$ cat config.mk
export PLATFORM = sky130hd
export DESIGN_NAME = hazard_sched
export DESIGN_NICKNAME = d
export VERILOG_FILES = /design/src/rtl/hazard_sched.sv
export SDC_FILE = /design/constraint.sdc
export NUM_CORES = 1
export LEC_CHECK = 0
export CAP_MARGIN = 30
export CORE_MARGIN = 5
export CORE_UTILIZATION = 40
export CTS_CLUSTER_DIAMETER = 200
export DETAILED_ROUTE_END_ITERATION = 7
export DONT_BUFFER_PORTS = 1
export PLACE_DENSITY_LB_ADDON = 0.12
export RECOVER_POWER = 25
export SLEW_MARGIN = 20
export SYNTH_ARGS = -nofsm -noshare
export SYNTH_HDL_FRONTEND = slang
export SYNTH_SLANG_ARGS = --single-unit
$ cat constraint.sdc
create_clock -name clk -period 4.75 [get_ports clk]
set_input_delay 0.95 -clock clk [delete_from_list [all_inputs] [get_ports clk]]
set_output_delay 0.95 -clock clk [all_outputs]
set_load 0.01 [all_outputs]
$ cat src/rtl/hazard_sched.sv
// hazard_sched: decode-stage hazard controller with load scoreboard, stall/flush FSM and operand forwarding select
module hazard_sched #(
  parameter int RegAddress = 5,
  parameter int NumRegs = 2**RegAddress,
  parameter int MaxLoads = 2,
  parameter int FlushCycles = 2,
  parameter int TimeoutCycles = 64
) (
  input  logic                  clk,
  input  logic                  rst,
  input  logic                  id_valid,
  input  logic [RegAddress-1:0] id_rs1,
  input  logic [RegAddress-1:0] id_rs2,
  input  logic                  id_use_rs1,
  input  logic                  id_use_rs2,
  input  logic [RegAddress-1:0] id_rd,
  input  logic                  id_reg_write,
  input  logic                  id_load,
  input  logic [RegAddress-1:0] ex_rd,
  input  logic                  ex_reg_write,
  input  logic                  ex_load,
  input  logic [RegAddress-1:0] wb_rd,
  input  logic                  wb_reg_write,
  input  logic                  lsu_rsp_valid,
  input  logic [RegAddress-1:0] lsu_rsp_rd,
  input  logic                  redirect,
  output logic                  pc_stall,
  output logic                  id_stall,
  output logic                  id_flush,
  output logic                  ex_bubble,
  output logic [1:0]            fwd_a_sel,
  output logic [1:0]            fwd_b_sel,
  output logic [1:0]            hz_state,
  output logic [31:0]           stall_count,
  output logic                  timeout_err
);
  typedef enum logic [1:0] {RUN = 2'b00, STALL = 2'b01, FLUSH = 2'b10} state_t;
  state_t state, state_nxt;
  logic [NumRegs-1:0] pend, pend_nxt;
  logic [2:0] load_cnt, flush_cnt, flush_cnt_nxt;
  logic [31:0] stall_run, run_nxt;
  logic hazard, issue, rsp_ok;
  function automatic logic [1:0] fwd(input logic [RegAddress-1:0] rs);
    return (ex_reg_write && !ex_load && ex_rd == rs && ex_rd != '0) ? 2'b01 :
           (wb_reg_write && wb_rd == rs && wb_rd != '0) ? 2'b10 : 2'b00;
  endfunction
  assign hazard = id_valid && ((id_use_rs1 && id_rs1 != '0 && pend[id_rs1]) ||
                               (id_use_rs2 && id_rs2 != '0 && pend[id_rs2]) ||
                               (id_reg_write && id_rd != '0 && pend[id_rd]) ||
                               (id_load && load_cnt == 3'(MaxLoads)));
  // reset forces the squash/bubble so nothing leaks into EX while state is cleared
  assign id_flush = !rst || redirect || state == FLUSH;
  assign id_stall = hazard && !id_flush;
  assign pc_stall = id_stall;
  assign ex_bubble = id_stall || id_flush;
  assign issue = id_valid && !hazard && !id_flush;
  assign rsp_ok = lsu_rsp_valid && load_cnt != '0;
  assign hz_state = state;
  always_comb begin
    fwd_a_sel = rst ? fwd(id_rs1) : 2'b00;
    fwd_b_sel = rst ? fwd(id_rs2) : 2'b00;
  end
  always_comb begin
    pend_nxt = pend;
    if (lsu_rsp_valid) pend_nxt[lsu_rsp_rd] = 1'b0;
    if (issue && id_load && id_rd != '0) pend_nxt[id_rd] = 1'b1;
  end
  always_comb begin
    state_nxt = state;
    flush_cnt_nxt = flush_cnt;
    if (redirect && FlushCycles > 1) begin
      state_nxt = FLUSH;
      flush_cnt_nxt = 3'(FlushCycles - 1);
    end else if (state == FLUSH) begin
      flush_cnt_nxt = flush_cnt - 3'd1;
      state_nxt = flush_cnt == 3'd1 ? RUN : FLUSH;
    end else begin
      state_nxt = id_stall ? STALL : RUN;
    end
  end
  always_comb run_nxt = !id_stall ? '0 : stall_run >= 32'(TimeoutCycles) ? stall_run : stall_run + 32'd1;
  always_ff @(posedge clk) begin
    if (!rst) begin
      state <= RUN;
      flush_cnt <= '0;
      pend <= '0;
      load_cnt <= '0;
      stall_run <= '0;
      stall_count <= '0;
      timeout_err <= 1'b0;
    end else begin
      state <= state_nxt;
      flush_cnt <= flush_cnt_nxt;
      pend <= pend_nxt;
      load_cnt <= load_cnt + 3'(issue && id_load) - 3'(rsp_ok);
      stall_run <= run_nxt;
      stall_count <= stall_count + 32'(id_stall && stall_count != '1);
      timeout_err <= timeout_err || run_nxt >= 32'(TimeoutCycles);
    end
  end
endmodule

* Word level (Yosys, flattened, before mapping) *
Cells that the tools add are included.

operators by class
  add/sub/neg operators = 5
  $lt $le $gt $ge = 8
  equality and inequality tests = 8
  multiplexer cells = 26
  bitwise operators = 4
  reductions and logical operators = 45

operators by type and width
  kind                   count
  $mux 32                4
  $ge 32x7->1 const B    2
  $add 32x1->32          1
  $add 32x1->32 const B  1
  $and 32x32->32         1
  $ne 32x32->1 const B   1
  $not 32->32            1
  $or 32x32->32          1
  $logic_and 1x1->1      26
  $reduce_bool 5->1      5
  $lt 5x6->1 const B     4
  $eq 5x5->1             4
  $mux 2                 9
  $bmux 1 s5             3
  $demux 1 s5            2
  $ge 5x1->1 const B     2
  $mux 1                 8
  $logic_or 1x1->1       7
  $logic_not 1->1        4
  $add 3x1->3            1
  $eq 3x1->1 const B     1
  $eq 3x2->1 const B     1
  $reduce_bool 3->1      1
  $sub 3x1->3            1
  5 further kinds        5

word-level totals
  bits in registers = 105
  input bits = 42
  output and inout bits = 43
  logic and storage cells = 105

* Longest topological paths before layout *
Gate-level depths: netlist of the first run.

  word-level depth = 13
  gate-level depth with buffers = 16

* Least setup slack after synthesis of the first run *
No wires, ideal clock.

  path type = input to register
  start = input port id_rs2[0]
  end = register stall_count[31]
  setup time = 0.115 ns
  arrival = 4.354 ns
  path slack = 0.281 ns
  cell stages on the path = 14
  cell sequence = buf_2 -> or3b_2 -> o221a_2 -> nand3_1 -> nand3_1 -> a31oi_4 -> a21boi_0 -> ha_1 -> and4_1 -> nand3_1 -> nor3b_1 -> or4b_2 -> xnor2_1 -> and2_1

on the way
  cells in the longest elaborated chain, start to end = 10
  elaborated cells on any way between the ends = 12
  classes of those cells = 1 x add/sub; 2 x mux; 9 x reduce/logical

RTL lines
  what                                                                      RTL line  RTL
  start: declaration                                                        13        input logic [RegAddress-1:0] id_rs2,
  $bmux 1 s5 / $reduce_bool 5->1 (equally long branches)                    48        (id_use_rs2 && id_rs2 != '0 && pend[id_rs2]) ||
  $mux 1 (not written as such) / $logic_and 1x1->1 (equally long branches)  48
  $logic_and 1x1->1 *                                                       48
  $logic_or 1x1->1 *                                                        47        assign hazard = id_valid && ((id_use_rs1 && id_rs1 != '0 && pend[id_rs1]) ||
  $logic_or 1x1->1 *                                                        48
  $logic_or 1x1->1 *                                                        49        (id_reg_write && id_rd != '0 && pend[id_rd]) ||
  $logic_and 1x1->1 *                                                       47
  $logic_and 1x1->1 *                                                       53        assign id_stall = hazard && !id_flush;
  $logic_and 1x1->1 *                                                       97        stall_count <= stall_count + 32'(id_stall && stall_count != '1);
  $add 32x1->32 *                                                           97
  end signal: assignment                                                    97
  end: declaration                                                          34        output logic [31:0] stall_count,

Mark *: on every way between the ends. The rest lies on a longest branch, timed or not. The select of a mux whose other input is x is not followed.
A chain may end at the register's enable or synchronous reset.

* Worst setup path in the final report of the first run *
  start = input port id_rs2[2]
  end = register stall_count[31]

Same word-level chain as after synthesis.

==> run summary, run 1 <==
Largest net degree at the start of global routing = 77
Avg Inst Size Synth = 9.339 um^2
IO Port Bufs = 0
Worst-path fanout max = 12
Worst Hold Path Cells = 1
Total CTS buffers = 9
Critical R2R Launch = pend[6]$_SDFF_PN0_
Hold crit path type = reg2reg
Nets = 650
Routed wire per std cell = 20.35 um
Post-synth top area share = 36.36%
Post-Route Skew = 0.007436 ns
Ports = 85
Chip height = 130.2 um
Layout cells sized above 1 = 6.136%
Core area = 14370 um^2
GR Util All Layers = 19.33%
Clock Root Buffer = clkbuf_16
Netlist cell types = 58
Netlist Area Pre-Place = 5781 um^2
Post-CTS setup buffer count = 0
WP data required = 4.99 ns
Post-synth EDFFs = 0
Post-CTS sizing = 0
Worst Setup End Kind = register
Worst Setup Slack, final = 0.7002 ns
Core Util, Final = 42.60%
Ant diodes = 0
Vias in the first global route = 4424
Slew margin rel. = 49.82%
R2R cell count = 13
Synth warn = 0
Fillers = 1393
Yosys reg bits = 105
Worst Path Arrival = 4.29 ns
Crit share post-route = 85.26%
Critical Setup Path Class = in2reg
RR Endpoint = stall_count[31]$_SDFF_PN0_
Min-delay src = stall_run[20]$_SDFF_PN0_
Via density = 5.746
Synth area leader = dfxtp_1
Post-Syn Instances = 619
R2R setup slack = 0.86 ns
Fin. max-slew vios = 0
Tightest Pin Transition = 0.7500 ns
Site Rows = 44
Setup violators final = 0
Total gr overflow = 0
Initial antenna violation count = 1
Via count = 4522
H-tree levels = 3
Post-Syn Nets = 670
Worst vdd ir = 0.0002025 V
Pre-antenna DRT Iters = 5
Routed WL = 16.02 mm
Final worst path period need = 4.050 ns
Leakage power = 0.002192 uW
Clock slew seen by the registers of the worst setup and hold paths = 0.06 ns
Synth top area cells = dfxtp_1, and2_1, xnor2_1
Pre-CTS WS = 0.3722 ns
CTS hold repair buffers = 0
Ys async rst share = 0%
Gpl congestion = 0.8741
PwrDens = 291.0 nW/um^2
First-pass GRT wire length = 25.24 mm
Worst setup SP type = input pin
Initial Util = 40.23%
Fmax = 0.2469 GHz
Hold Path End = stall_run[20]$_SDFF_PN0_
Synth Flop Type = dfxtp_1
Die span in x = 130.2 um
Max-Cap Viols = 0
RSZ-0062 raised after global routing = no
Hold Fails Final Rpt = 0
Synth-to-layout area growth = 5.887%
CTS tree = built
# DRC = 0
Hpwl dp = 11.56 mm
Clock tree sinks = 105
Post-route ant nets = 0
Most common library cell in the layout ignoring fill and taps = dfxtp_1
Commonest non-fill, non-tap cells in the layout = dfxtp_1, and2_1, nand3_1, xnor2_1, o211ai_1
Max Root-Sink Buffers = 2
Clk_lat worst skew = 0.34 ns
Detailed Route Iter0 Violations = 385
Status = finished clean
Die footprint = 16960 um^2
Post-synthesis sequential area ratio = 36.36%
Setup_tns = 0 ns
-- per-stage QoR --
step,cell area [um^2],hold slack [ns],instances,total power [uW]
after CTS,6121,0.4636,787,1810
after global placement,5843,0.4420,772,1083
after detailed placement,5843,0.4444,772,1086
final,6121,0.4596,787,1781
after global routing,6121,0.4740,787,1872
after floorplan,5781,0.4302,619,1088
-- synthesized netlist by cell type, types with 4 or more instances --
| master | n |
|---|---|
| dfxtp_1 | 105 |
| and2_1 | 63 |
| nand3_1 | 52 |
| xnor2_1 | 37 |
| o211ai_1 | 32 |
| o21ai_1 | 30 |
| mux2i_1 | 28 |
| nand2_1 | 25 |
| nor2_1 | 23 |
| xor2_1 | 19 |
| clkbuf_1 | 16 |
| nor4_1 | 15 |
| inv_1 | 13 |
| nand4_1 | 12 |
| nor3_1 | 10 |
| nand2b_1 | 9 |
| buf_2 | 8 |
| buf_6 | 8 |
| ha_1 | 8 |
| mux4_1 | 8 |
| o21ai_0 | 8 |
| nand3b_1 | 7 |
| nor2b_1 | 7 |
| or3_1 | 7 |
| or4_1 | 6 |
| a21boi_0 | 5 |
| and3_1 | 5 |
| mux4_2 | 5 |
| or3b_2 | 5 |
| and4_1 | 4 |
| buf_1 | 4 |
-- where the power goes --
part           switching (uW)  total (uW)  internal (uW)  leakage, uW
registers                12.8         907            894     0.000847
logic                    82.3         159           76.3      0.00121
clock network             312         716            404     0.000139
total                     408        1780           1370      0.00219
-- flip-flops by register name (all words and copies together), names as in the netlist --
signal       cells
flush_cnt        3
stall_run       32
load_cnt         3
stall_count     32
timeout_err      1
pend            32
hz_state         2
-- final cells by class --
type	count	area [um^2]	share of cell area, %
clock buffer	11	232.7	3.802
clock inverter	4	45.04	0.7359
inverter	13	48.80	0.7972
multi-input combinational	464	3417	55.83
sequential	105	2102	34.34
tap	184	230.2	3.761
timing repair buffer	6	45.04	0.7359
-- critical path, cell delays in order --
cell and delay [ns]:
or3b_2 0.44, o221a_2 0.25, nand3_1 0.06, nand3_1 0.21
a31oi_4 0.28, a21boi_0 0.20, ha_1 0.21, and4_1 0.27
nand3_1 0.11, nor3b_1 0.36, or4b_2 0.63, xnor2_1 0.14
and2_1 0.15
-- kinds of logic after synthesis --
logic type / after synthesis / synth area share, %
adders and majority gates: 9 / 2.078
AOI/OAI and AO/OA: 103 / 12.68
buffers and inverters: 50 / 4.524
muxes: 41 / 10.43
DFF: 105 / 36.36
xor gates and xnor gates: 56 / 8.485
and+or+nand+nor: 255 / 25.43
-- worst max-delay path by stage --
stage	cells past startpoint	from	endpoint
5_1_grt	13	id_rs2[2]	stall_count[31]$_SDFF_PN0_
2_1_floorplan	14	id_rs2[0]	stall_count[31]$_SDFF_PN0_
3_3_place_gp	13	id_rs2[2]	stall_count[31]$_SDFF_PN0_
3_5_place_dp	13	id_rs2[2]	stall_count[31]$_SDFF_PN0_
6_report	13	id_rs2[2]	stall_count[31]$_SDFF_PN0_
4_1_cts	13	id_rs2[2]	stall_count[31]$_SDFF_PN0_
-- routing by layer --
layer / vias up / track usage [%] / part of all wire [%]
met3: 33 / 5.526 / 6.9
met1: 2146 / 26.53 / 46
li1: 2203 / - / -
met2: 138 / 29.03 / 44
met5: - / 0 / 0.081
met4: 2 / 6.846 / 2.9
No activity file was read; power rests on OpenSTA's default activity.
==> run 2: changes to the inputs <==
Settings changed: ABC_AREA set to 1.
==> run 2 against run 1 <==
  * Wire length grew 7.0%
  * Clock power grew 3.2%
  * Combinational power grew 8%
  * Non-clock buffer count grew 1
  * Via count grew 25%
  * First-iteration DRC count shrank 4.7%
  * Critical endpoint unchanged
  * Largest cell class unchanged
  * Largest power group unchanged
==> run summary, run 2 <==
Status = finished clean
Synth-to-layout area growth = 6.491%
CTS tree = built
First-pass GRT wire length = 28.07 mm (+11%)
Die footprint = 17740 um^2 (+4.6%)
Yosys reg bits = 105 (unchanged)
Commonest non-fill, non-tap cells in the layout = nand2_1, inv_1, dfxtp_1, nand3_1, nor2_1
Synth warn = 0 (unchanged)
Worst setup SP type = input pin
Slowest cell delay on critical path = 0.25 ns (-0.38 ns)
Via count = 5669 (+25%)
H-tree levels = 3 (unchanged)
Synth cell count leaders = nand2_1, inv_1, dfxtp_1, nand3_1, nor2_1
Post-route ant nets = 0 (unchanged)
Worst path slowest cell = inv_1
Ports = 85 (unchanged)
Worst path buffer plus inverter count = 2 (+2)
Synth top area cells = dfxtp_1, nand2_1, nand3_1
Post-CTS sizing = 0 (unchanged)
Tightest Pin Transition = 0.6717 ns (-0.07822 ns)
Hold Fails Final Rpt = 0 (unchanged)
Fmax = 0.2612 GHz (+5.8%)
Pre-antenna DRT Iters = 5 (unchanged)
Clock tree sinks = 105 (unchanged)
Worst Path Arrival = 4.05 ns (-0.24 ns)
Worst Setup End Kind = register
Hpwl dp = 12.72 mm (+10%)
Site Rows = 45 (+2.3%)
Core area = 15030 um^2 (+4.6%)
Detailed Route Iter0 Violations = 367 (-4.7%)
Most common library cell in the layout ignoring fill and taps = nand2_1
Crit share post-route = 80.61% (-4.6 points)
Fin. max-slew vios = 0 (unchanged)
Max-Cap Viols = 0 (unchanged)
WP data required = 4.97 ns (-0.02 ns)
Nets = 946 (+46%)
Ys async rst share = 0% (unchanged)
Ant diodes = 0 (unchanged)
Final worst path period need = 3.829 ns (-0.2206 ns)
Initial antenna violation count = 0 (-1)
Leakage power = 0.002515 uW (+15%)
Most frequent CP cell = nor2_2
Critical Setup Path Class = in2reg
IO Port Bufs = 0 (unchanged)
Post-CTS setup buffer count = 0 (unchanged)
Regs by FF count = pend (32), stall_count (32), stall_run (32)
Routed wire per std cell = 15.75 um (-23%)
Setup_tns = 0 ns (unchanged)
Most common cell in the netlist = nand2_1
Vias in the first global route = 5404 (+22%)
RSZ-0062 raised after global routing = no
Post-synth EDFFs = 0 (unchanged)
Via density = 5.210 (-9.3%)
Chip height = 133.2 um (+2.3%)
# DRC = 0 (unchanged)
PwrDens = 281.3 nW/um^2 (-3.3%)
Total gr overflow = 0 (unchanged)
Largest net degree at the start of global routing = 58 (-25%)
Fillers = 1616 (+16%)
Dpl cell area = 6176 um^2 (+5.7%)
CTS hold repair buffers = 0 (unchanged)
Netlist Area Pre-Place = 6072 um^2 (+5.0%)
Routed WL = 17.14 mm (+7.0%)
Gpl congestion = 0.8410 (-3.8%)
Worst-path fanout max = 11 (-1)
Hold crit path type = reg2reg
Setup violators final = 0 (unchanged)
Initial Util = 40.39% (+0.16 points)
Avg Inst Size Synth = 6.680 um^2 (-28%)
Post-Syn Nets = 960 (+43%)
Clock Root Buffer = clkbuf_16
Clock slew seen by the registers of the worst setup and hold paths = 0.07 ns (about the same)
Post-Route Skew = 0.009764 ns (+0.002328 ns)
CP delay by family, top = simple AND/OR/NAND/NOR gates
Netlist cell types = 47 (-19%)
Synth Flop Type = dfxtp_1
Layout cells sized above 1 = 9.333% (+3.2 points)
Post-synthesis sequential area ratio = 34.62% (-1.7 points)
Synth area leader = dfxtp_1
Clk_lat worst skew = 0.36 ns (+0.02 ns)
Post-synth top area share = 34.62% (-1.7 points)
Slew margin rel. = 55.22% (+5.4 points)
GR Util All Layers = 19.59% (+0.26 points)
Max Root-Sink Buffers = 2 (unchanged)
Die span in x = 133.2 um (+2.3%)
Total CTS buffers = 9 (unchanged)
Post-Syn Instances = 909 (+47%)
Design area = 6466 um^2 (+5.6%)
Worst vdd ir = 0.0001615 V (-20%)
==> run 2: final timing paths <==
check / startpoint / slack (ns) / to / cells past startpoint
max: id_rs2[1] / 0.92 / stall_count[31]$_SDFF_PN0_ / 26
min: stall_run[8]$_SDFF_PN0_ / 0.45 / stall_run[8]$_SDFF_PN0_ / 2
max reg2reg: pend[2]$_SDFF_PN0_ / 1.13 / stall_count[31]$_SDFF_PN0_ / 27
min reg2reg: stall_run[8]$_SDFF_PN0_ / 0.45 / stall_run[8]$_SDFF_PN0_ / 2
==> run 2: tightest hold or removal path, cell delays in order, from the launching register on <==
cell and delay (ns):
dfxtp_1 0.32, inv_1 0.05, nor2_1 0.03
==> run 2: metal layers <==
layer | wire, um | share of wire (%) | vias to the layer above | track usage, %
met5 | 0 | 0 | - | 0
met4 | 296 | 1.7 | 0 | 5.943
met3 | 875 | 5.1 | 25 | 4.683
met2 | 8499 | 50 | 128 | 34.20
met1 | 7463 | 44 | 2574 | 23.93
li1 | - | - | 2942 | -
==> run 2: cells by family (layout without fill, tap and decap cells) <==
kind of cell               Yosys count  count (layout)  synth area share, %
AOI/OAI and AO/OA                  147             147                13.81
xor gates and xnor gates            18              18                2.596
adders and majority gates            9               9                1.978
buffers and inverters              163             154                11.13
DFF                                105             105                34.62
and+or+nand+nor                    467             467                35.87
==> run 2: power breakdown <==
| part | leakage [uW] | switching, uW | internal, uW |
|---|---|---|---|
| logic | 0.00153 | 111 | 60.4 |
| clock network | 0.000139 | 361 | 378 |
| registers | 0.000847 | 14.4 | 894 |
==> run 2: per-stage QoR <==
| step | utilization (%) | power [uW] | std cells | hold slack [ns] | setup WS, ns |
|---|---|---|---|---|---|
| floorplan | - | 1076 | 909 | 0.4211 | 0.4544 |
| detailed placement | 41.08 | 1102 | 1072 | 0.4361 | 0.5111 |
| global placement | 41.08 | 1101 | 1072 | 0.4340 | 0.5143 |
| global route | 43.01 | 1903 | 1088 | 0.4655 | 0.4959 |
| CTS | 43.01 | 1844 | 1088 | 0.4483 | 0.8850 |
| finish | 43.01 | 1819 | 1088 | 0.4456 | 0.9209 |
==> run 2: layout make-up <==
type | count | area [um^2] | area share [%]
inverters | 131 | 491.7 | 7.604
flip-flops and latches | 105 | 2102 | 32.51
multi-input cells | 641 | 3294 | 50.95
clock inverters | 6 | 51.30 | 0.7933
repair buffers | 7 | 52.55 | 0.8127
well taps | 188 | 235.2 | 3.638
clock buffers | 10 | 239.0 | 3.696
==> run 3: changes to the inputs <==
Clock period 4.75 ns to 3.1 ns, I/O delays scaled along.
==> run 3 against run 2 <==
  * The flow now finishes with violations (negative setup slack)
  * Power increased by 54%
  * Sequential power increased by 52%
  * Critical endpoint is now stall_count[30]$_SDFF_PN0_
  * Hold slack got worse by 0.077 ns
  * Combinational power increased by 77%
  * Non-clock buffer count increased by 69
  * Worst setup slack got worse by 1.0 ns
  * Via count increased by 5.6%
  * Cell count increased by 6.3%
  * Utilization increased by 4.8 points
==> run summary, run 3 (synthesis results as in run 2) <==
Status = complete, but fails checks
Failing checks = negative setup slack
Ant diodes = 0 (unchanged)
Worst path buffer plus inverter count = 7 (+5)
Routed WL = 17.76 mm (+3.7%)
Max-Cap Viols = 0 (unchanged)
Hold crit path type = in2reg
Worst Setup End Kind = register
Initial Util = 40.39% (unchanged)
Total CTS buffers = 9 (unchanged)
Post-route ant nets = 0 (unchanged)
Via density = 5.172 (-0.74%)
Worst-path fanout max = 3 (-8)
GR Util All Layers = 20.33% (+0.74 points)
Total Power = 2808 uW (+54%)
Layout cells sized above 1 = 21.16% (+12 points)
WP data required = 3.31 ns (-1.66 ns)
CTS tree = built
IO Port Bufs = 0 (unchanged)
Worst Setup Slack, final = -0.09457 ns (-1.015 ns)
Gpl congestion = 0.8622 (+2.5%)
Critical Setup Path Class = reg2reg
Multi-input gate area = 3446 um^2 (+4.6%)
Slew margin rel. = 48.35% (-6.9 points)
Hpwl dp = 13.05 mm (+2.6%)
Pre-antenna DRT Iters = 8 (+3)
Hold Fails Final Rpt = 0 (unchanged)
Commonest non-fill, non-tap cells in the layout = nand2_1, inv_1, nand3_1, dfxtp_1, buf_4
First-pass GRT wire length = 29.21 mm (+4.1%)
Chip height = 133.2 um (unchanged)
Detailed Route Iter0 Violations = 456 (+24%)
Core Util, Final = 47.81% (+4.8 points)
Dpl cell area = 6669 um^2 (+8.0%)
Leakage power = 0.002944 uW (+17%)
Fillers = 1572 (-2.7%)
Site Rows = 45 (unchanged)
Most common library cell in the layout ignoring fill and taps = nand2_1
PwrDens = 390.8 nW/um^2 (+39%)
Fin. max-slew vios = 0 (unchanged)
Worst path slowest cell = dfxtp_2
Min-delay src = rst
Total gr overflow = 0 (unchanged)
Setup violators final = 5 (+5)
Die footprint = 17740 um^2 (unchanged)
Largest net degree at the start of global routing = 58 (unchanged)
Final worst path period need = 3.195 ns
Pre-CTS WS = -0.6367 ns (-1.148 ns)
RSZ-0062 raised after global routing = yes
Via count = 5984 (+5.6%)
Fmax = 0.3130 GHz
Crit share post-route = 103.1%
Clk_lat worst skew = 0.36 ns (about the same)
Worst Path Arrival = 3.40 ns (-0.65 ns)
Post-Route Skew = 0.01165 ns (+0.001888 ns)
Clock slew seen by the registers of the worst setup and hold paths = 0.07 ns (about the same)
Ports = 85 (unchanged)
Design area = 7187 um^2 (+11%)
# DRC = 0 (unchanged)
Routed wire per std cell = 15.35 um (-2.5%)
Vias in the first global route = 5711 (+5.7%)
Initial antenna violation count = 0 (unchanged)
Nets = 1015 (+7.3%)
Core area = 15030 um^2 (unchanged)
Critical R2R Launch = pend[8]$_SDFF_PN0_
Worst vdd ir = 0.0002857 V (+77%)
Regs by FF count = pend (32), stall_count (32), stall_run (32)
Synth-to-layout area growth = 18.36%
H-tree levels = 3 (unchanged)
Tightest Pin Transition = 0.7719 ns (+0.1002 ns)
Worst setup SP type = register
Slowest cell delay on critical path = 0.35 ns (+0.10 ns)
Clock tree sinks = 105 (unchanged)
Die span in x = 133.2 um (unchanged)
Register area = 2141 um^2 (+1.8%)
Max Root-Sink Buffers = 2 (unchanged)
Setup_tns = -0.2359 ns (-0.2359 ns)
Clock Root Buffer = clkbuf_16
CP delay by family, top = simple AND/OR/NAND/NOR gates
CP startpoint = pend[8]$_SDFF_PN0_
==> run 3: worst paths after layout <==
check | end | slack, ns | cells past startpoint
worst max register to register | stall_count[30]$_SDFF_PN0_ | -0.09 | 32
worst min register to register | stall_run[10]$_SDFF_PN0_ | 0.45 | 2
worst max-delay path | stall_count[30]$_SDFF_PN0_ | -0.09 | 32
worst min-delay path | stall_count[20]$_SDFF_PN0_ | 0.37 | 2
==> run 3: cell type report <==
| cell class | count | area share [%] |
|---|---|---|
| multi-input combinational | 641 | 47.95 |
| clock buffer | 11 | 3.377 |
| timing repair buffer | 76 | 7.939 |
| inverter | 131 | 7.016 |
| tap | 188 | 3.273 |
| clock inverter | 5 | 0.6616 |
| sequential | 105 | 29.79 |
==> run 3: metrics by stage <==
| stage | cells | hold slack [ns] |
|---|---|---|
| floorplan | 909 | 0.4211 |
| global placement | 1127 | 0.4318 |
| detailed placement | 1127 | 0.4318 |
| CTS | 1154 | 0.3488 |
| global route | 1157 | 0.3532 |
| finish | 1157 | 0.3683 |
==> run 3: power by group <==
group	total, uW	leakage [uW]	switching (uW)	internal [uW]
clock network	1120	0.000140	541	582
logic	302	0.00194	185	116
registers	1380	0.000861	17.4	1370
==> run 3: metal layers <==
layer	share of wire, %	track usage, %
met4	3.0	7.543
met1	42	24.99
met2	49	34.99
met5	0	0
met3	5.8	4.381
==> run 3: timing repair <==
item                                    4_1_cts  5_1_grt
hold buffers                                  0        0
endpoints found under the hold margin         0        0
endpoints found under the setup margin        9       14
pin swaps                                    12        3
setup buffers                                11        3
resized for setup                            38       17
